===== src/rtl/branch_redirect_ctrl_pkg.sv =====
// Shared state encoding and operand-readiness helper for the branch redirect controller.
// State width is fixed at two bits; IDLE encodes as zero so a cleared register is idle.
package branch_redirect_ctrl_pkg;

  localparam int BRC_ST_WD = 2;

  typedef enum logic [BRC_ST_WD-1:0] {
    BRC_ST_IDLE  = 2'd0,
    BRC_ST_WAIT  = 2'd1,
    BRC_ST_REDIR = 2'd2,
    BRC_ST_DRAIN = 2'd3
  } brc_state_e;

  // src2 only matters for compare branches (beq/bne).
  function automatic logic brc_opnd_ok(input logic src1_rdy,
                                       input logic src2_rdy,
                                       input logic uses_src2);
    return src1_rdy & (src2_rdy | ~uses_src2);
  endfunction

endpackage


===== src/rtl/branch_redirect_ctrl_br_sat_counter.sv =====
// Saturating up-counter for branch statistics; sticks at all-ones, cleared only by reset.
module br_sat_counter #(
  parameter int WD = 32
) (
  input  logic          clk,
  input  logic          rst,
  input  logic          inc,
  output logic [WD-1:0] cnt
);

  logic [WD-1:0] r_cnt;

  always_ff @(posedge clk or posedge rst) begin
    if (rst) begin
      r_cnt <= '0;
    end else if (inc && (r_cnt != '1)) begin
      r_cnt <= r_cnt + WD'(1);
    end
  end

  assign cnt = r_cnt;

endmodule


===== src/rtl/branch_redirect_ctrl.sv =====
// Branch resolution sequencer between ID (BranchUnit) and IF: operand wait, flush, PC redirect, stale-response drain.
// Optional statistics counters are built only when BRC_STATS_EN is defined.
module branch_redirect_ctrl
  import branch_redirect_ctrl_pkg::*;
#(
  parameter int CNT_WD = 32
) (
  input  logic              clk,
  input  logic              reset,
  input  logic              br_valid,
  input  logic              br_uses_src2,
  input  logic              src_1_ready,
  input  logic              src_2_ready,
  input  logic              br_taken_cancel,
  input  logic [31:0]       next_PC,
  input  logic              redirect_ready,
  input  logic              fetch_outstanding,
  input  logic              fetch_resp_valid,
  output logic              id_stall,
  output logic              flush_if,
  output logic              redirect_valid,
  output logic [31:0]       redirect_pc,
  output logic              discard_resp,
  output logic [CNT_WD-1:0] stat_br_cnt,
  output logic [CNT_WD-1:0] stat_mis_cnt,
  output logic [BRC_ST_WD-1:0] dbg_state
);

  brc_state_e  r_state;
  brc_state_e  w_next_state;
  logic [31:0] r_redirect_pc;
  logic        w_opnd_ok;
  logic        w_resolve;
  logic        w_mispredict;
  logic        w_id_stall;
  logic        w_flush_if;
  logic        w_redirect_valid;
  logic        w_discard_resp;

  assign w_opnd_ok    = brc_opnd_ok(src_1_ready, src_2_ready, br_uses_src2);
  assign w_resolve    = ((r_state == BRC_ST_IDLE) || (r_state == BRC_ST_WAIT)) &&
                        br_valid && w_opnd_ok;
  assign w_mispredict = w_resolve && br_taken_cancel;

  always_ff @(posedge clk or posedge reset) begin
    if (reset) begin
      r_state <= BRC_ST_IDLE;
    end else begin
      r_state <= w_next_state;
    end
  end

  // Redirect handshake: redirect_valid stays high and redirect_pc stays constant
  // until a cycle where redirect_ready is also high; that cycle is the transfer.
  always_comb begin
    w_next_state     = r_state;
    w_id_stall       = 1'b0;
    w_flush_if       = 1'b0;
    w_redirect_valid = 1'b0;
    w_discard_resp   = 1'b0;
    case (r_state)
      BRC_ST_IDLE, BRC_ST_WAIT: begin
        if (!br_valid) begin
          w_next_state = BRC_ST_IDLE;
        end else if (!w_opnd_ok) begin
          w_id_stall   = 1'b1;
          w_next_state = BRC_ST_WAIT;
        end else if (br_taken_cancel) begin
          w_flush_if   = 1'b1;
          w_next_state = BRC_ST_REDIR;
        end else begin
          w_next_state = BRC_ST_IDLE;
        end
      end
      BRC_ST_REDIR: begin
        w_redirect_valid = 1'b1;
        w_id_stall       = 1'b1;
        if (redirect_ready) begin
          w_next_state = fetch_outstanding ? BRC_ST_DRAIN : BRC_ST_IDLE;
        end
      end
      BRC_ST_DRAIN: begin
        w_id_stall     = 1'b1;
        w_discard_resp = fetch_resp_valid;
        if (fetch_resp_valid) begin
          w_next_state = BRC_ST_IDLE;
        end
      end
      default: begin
        w_next_state = BRC_ST_IDLE;
      end
    endcase
  end

  always_ff @(posedge clk or posedge reset) begin
    if (reset) begin
      r_redirect_pc <= 32'h0;
    end else if (w_mispredict) begin
      r_redirect_pc <= next_PC;
    end
  end

  // Decoded outputs are forced low while reset is asserted, not only after the next edge.
  assign id_stall       = w_id_stall & ~reset;
  assign flush_if       = w_flush_if & ~reset;
  assign redirect_valid = w_redirect_valid & ~reset;
  assign discard_resp   = w_discard_resp & ~reset;
  assign redirect_pc    = r_redirect_pc;
  assign dbg_state      = r_state;

`ifdef BRC_STATS_EN
  br_sat_counter #(.WD(CNT_WD)) u_br_cnt (
    .clk (clk),
    .rst (reset),
    .inc (w_resolve),
    .cnt (stat_br_cnt)
  );

  br_sat_counter #(.WD(CNT_WD)) u_mis_cnt (
    .clk (clk),
    .rst (reset),
    .inc (w_mispredict),
    .cnt (stat_mis_cnt)
  );
`else
  assign stat_br_cnt  = '0;
  assign stat_mis_cnt = '0;
`endif

endmodule


===== config.mk =====
export PLATFORM = sky130hd
export DESIGN_NAME = branch_redirect_ctrl
export DESIGN_NICKNAME = d
export VERILOG_FILES = /design/src/rtl/branch_redirect_ctrl_pkg.sv /design/src/rtl/branch_redirect_ctrl_br_sat_counter.sv /design/src/rtl/branch_redirect_ctrl.sv
export SDC_FILE = /design/constraint.sdc
export NUM_CORES = 1
export LEC_CHECK = 0
export CAP_MARGIN = 20
export CORE_ASPECT_RATIO = 0.5
export CORE_MARGIN = 2
export CORE_UTILIZATION = 34
export CTS_CLUSTER_DIAMETER = 50
export DETAILED_ROUTE_END_ITERATION = 7
export MAX_ROUTING_LAYER = met4
export PLACE_DENSITY = 0.8
export SLEW_MARGIN = 10
export SYNTH_ARGS = -nofsm -noshare
export SYNTH_HDL_FRONTEND = slang
export SYNTH_SLANG_ARGS = --single-unit

===== constraint.sdc =====
create_clock -name clk -period 1.8 [get_ports clk]
set_clock_uncertainty 0.05 [all_clocks]
set_input_delay 0.36 -clock clk [delete_from_list [all_inputs] [get_ports clk]]
set_output_delay 0.36 -clock clk [all_outputs]
set_load 0.05 [all_outputs]

==> flow_summary.json <==
{
  "wirelength_microns": 3920,
  "insertion_delay_ps": 270,
  "period_share": 0.975,
  "cts_hold_buf": 0,
  "dieArea_sq_mm": 0.00641,
  "status": "complete, no violations",
  "rows": 19,
  "rr_startpoint": "dbg_state[1]",
  "grt.total_usage": 0.126,
  "clk_path_buf_depth": 2,
  "gp_congestion": 0.852,
  "hold_slack_ps": 454,
  "cts_root_buf": "clkbuf_16",
  "endpoint": "id_stall",
  "grt_antenna_before_repair": 0,
  "numCtsBuffers": 5,
  "ys_warn_count": 0,
  "final_nets": 284,
  "syn_avg_cell_area_sq_um": 12.7,
  "postRouteAntennaNets": 0,
  "fp.dieW_microns": 111,
  "total_power_mw": 4.41,
  "die_h_microns": 57.6,
  "ys_types": 16,
  "viasPerCell": 3.85,
  "avgRoutedWirePerCell_microns": 12.4,
  "initial_utilization": 0.355,
  "grt_max_degree": 35,
  "worst_ep_required_time_ps": 1390,
  "internal-power_mw": 2.54,
  "hold_viol": 0,
  "clkTransAtPathRegs_ps": 50,
  "ios": 144,
  "min_from": "redirect_pc[17]",
  "syn2layout_area_growth_pct": 42.9,
  "maxCapViolCount": 0,
  "stdcell_count": 316,
  "post-place-cells": 307,
  "cts_tree": "built",
  "rrSetupSlack_ps": 280,
  "final_common_cell": "conb_1",
  "grt_first_pass_wirelength_microns": 5920,
  "grt_overflow": 0,
  "synth-seq-area-share": 0.435,
  "cp-start-kind": "primary input",
  "reg2regPathDepth": 5,
  "layout_common_cells": "conb_1, buf_4, clkdlybuf4s50_1",
  "maxSlewViolCount": 0,
  "ys_ff_latch": 34,
  "ir_drop_v": 0.000965,
  "arrival_ps": 1350,
  "vias": 1218,
  "seq_power_share": 0.262,
  "dr.pass1.iters": 4,
  "n_fill_cell": 480,
  "p_sw_mw": 1.87,
  "core_region_area_sq_mm": 0.00552,
  "grt_pass1_vias": 1175,
  "timing.rr.end": "redirect_pc[13]",
  "path_max_fanout": 2,
  "cts_num_sinks": 34,
  "cts_htree_levels": 2,
  "drive_above_1_share": 0.379,
  "crit_path_start": "src_1_ready",
  "p_leak_nw": 1.47,
  "rsz0062_at_grt": "no",
  "swShare": 0.423,
  "min_path_type": "reg -> reg",
  "setup_viol": 0,
  "critical_path_class": "in -> out",
  "port_buffers": 79,
  "hpwl_microns": 3040,
  "num_antenna_cells": 0,
  "syn_area_sq_mm": 0.00196,
  "powerDensity_mw_per_mm2": 1580,
  "drc": 0,
  "period_needed_ps": 1760,
  "endpoint_kind": "primary output",
  "syn_inst": 154,
  "drtIter0Drc": 54,
  "clkPwrFrac": 0.258,
  "fmax_mhz": 570,
  "combPwrFrac": 0.480
}
==> registers in the layout (all words and copies together) (netlist names) <==
signal	count
redirect_pc	32
dbg_state	2
==> worst max-delay path: stages <==
cell	delay, ps
clkdlybuf4s50_1	530
inv_1	80
o21ai_2	130
a21oi_2	90
buf_12	150
==> Yosys cell counts <==
cell type | count | area share
nand4b_4 | 1 | 0.012
nand2_1 | 3 | 0.0058
a21oi_1 | 2 | 0.0051
buf_4 | 64 | 0.25
dfrtp_1 | 34 | 0.44
conb_1 | 1 | 0.0019
mux2_4 | 28 | 0.21
buf_6 | 3 | 0.017
mux2_2 | 4 | 0.023
nor2b_1 | 1 | 0.0032
nor2b_4 | 1 | 0.0070
inv_1 | 3 | 0.0058
nor3b_1 | 1 | 0.0038
o21ai_0 | 4 | 0.010
nand2b_1 | 1 | 0.0032
nor2_1 | 3 | 0.0058
==> worst min-delay path by stage <==
stage	cells after the start	slack, ps	endpoint
2_1_floorplan	1	250	dbg_state[0]
3_3_place_gp	1	450	redirect_pc[13]
3_5_place_dp	1	440	redirect_pc[31]
4_1_cts	1	460	redirect_pc[17]
5_1_grt	1	470	redirect_pc[17]
6_report	1	450	redirect_pc[17]
==> power groups by stage <==
stage          logic (mW)  clock network (mW)  registers [mW]
5_1_grt              2.18                1.20            1.19
4_1_cts              2.13                1.16            1.16
3_5_place_dp         2.12                   0            1.16
2_1_floorplan       0.803                   0            1.99
6_report             2.12                1.14            1.15
3_3_place_gp         2.10                   0            1.16
==> stage by stage <==
step	util	instance area [sq um]	TNS, ps	setup WS [ps]
floorplan	-	2210	-293	-146
global placement	0.466	2570	-2330	-80.7
detailed placement	0.466	2570	-3220	-118
CTS	0.505	2780	-2.69	-2.69
global route	0.507	2790	0	10.8
finish	0.507	2790	0	44.7
==> layer usage <==
layer  vias up  share of wire  GRT usage
met5         -              0          -
met4         0          0.017     0.0529
met3         7          0.073     0.0418
met2        63           0.57      0.234
met1       602           0.34      0.123
li1        546              -          -
==> cell type report <==
| type | instances | area (sq um) | area share |
|---|---|---|---|
| multi-input combinational | 113 | 838 | 0.300 |
| sequential | 34 | 852 | 0.305 |
| tap | 73 | 91.3 | 0.0327 |
| clock buffer | 6 | 139 | 0.0497 |
| clock inverter | 2 | 60.1 | 0.0215 |
| timing repair buffer | 85 | 798 | 0.286 |
| inverter | 3 | 15.0 | 0.00537 |
==> repair_timing <==
action,CTS,global route
setup buffers,1,0
endpoints found under the setup margin,2,2
pin swaps,1,3
resized for setup,3,4
==> kinds of logic (layout without fill, tap and decap cells) <==
logic type / Yosys count / in the layout / share of synthesized area
compound gates: 6 / 6 / 0.0154
mux: 32 / 32 / 0.238
flops: 34 / 34 / 0.435
buf+inv: 70 / 96 / 0.269
other cells: 1 / 64 / 0.00192
simple gates: 11 / 11 / 0.0409
Power figures use the tool's default switching activity.
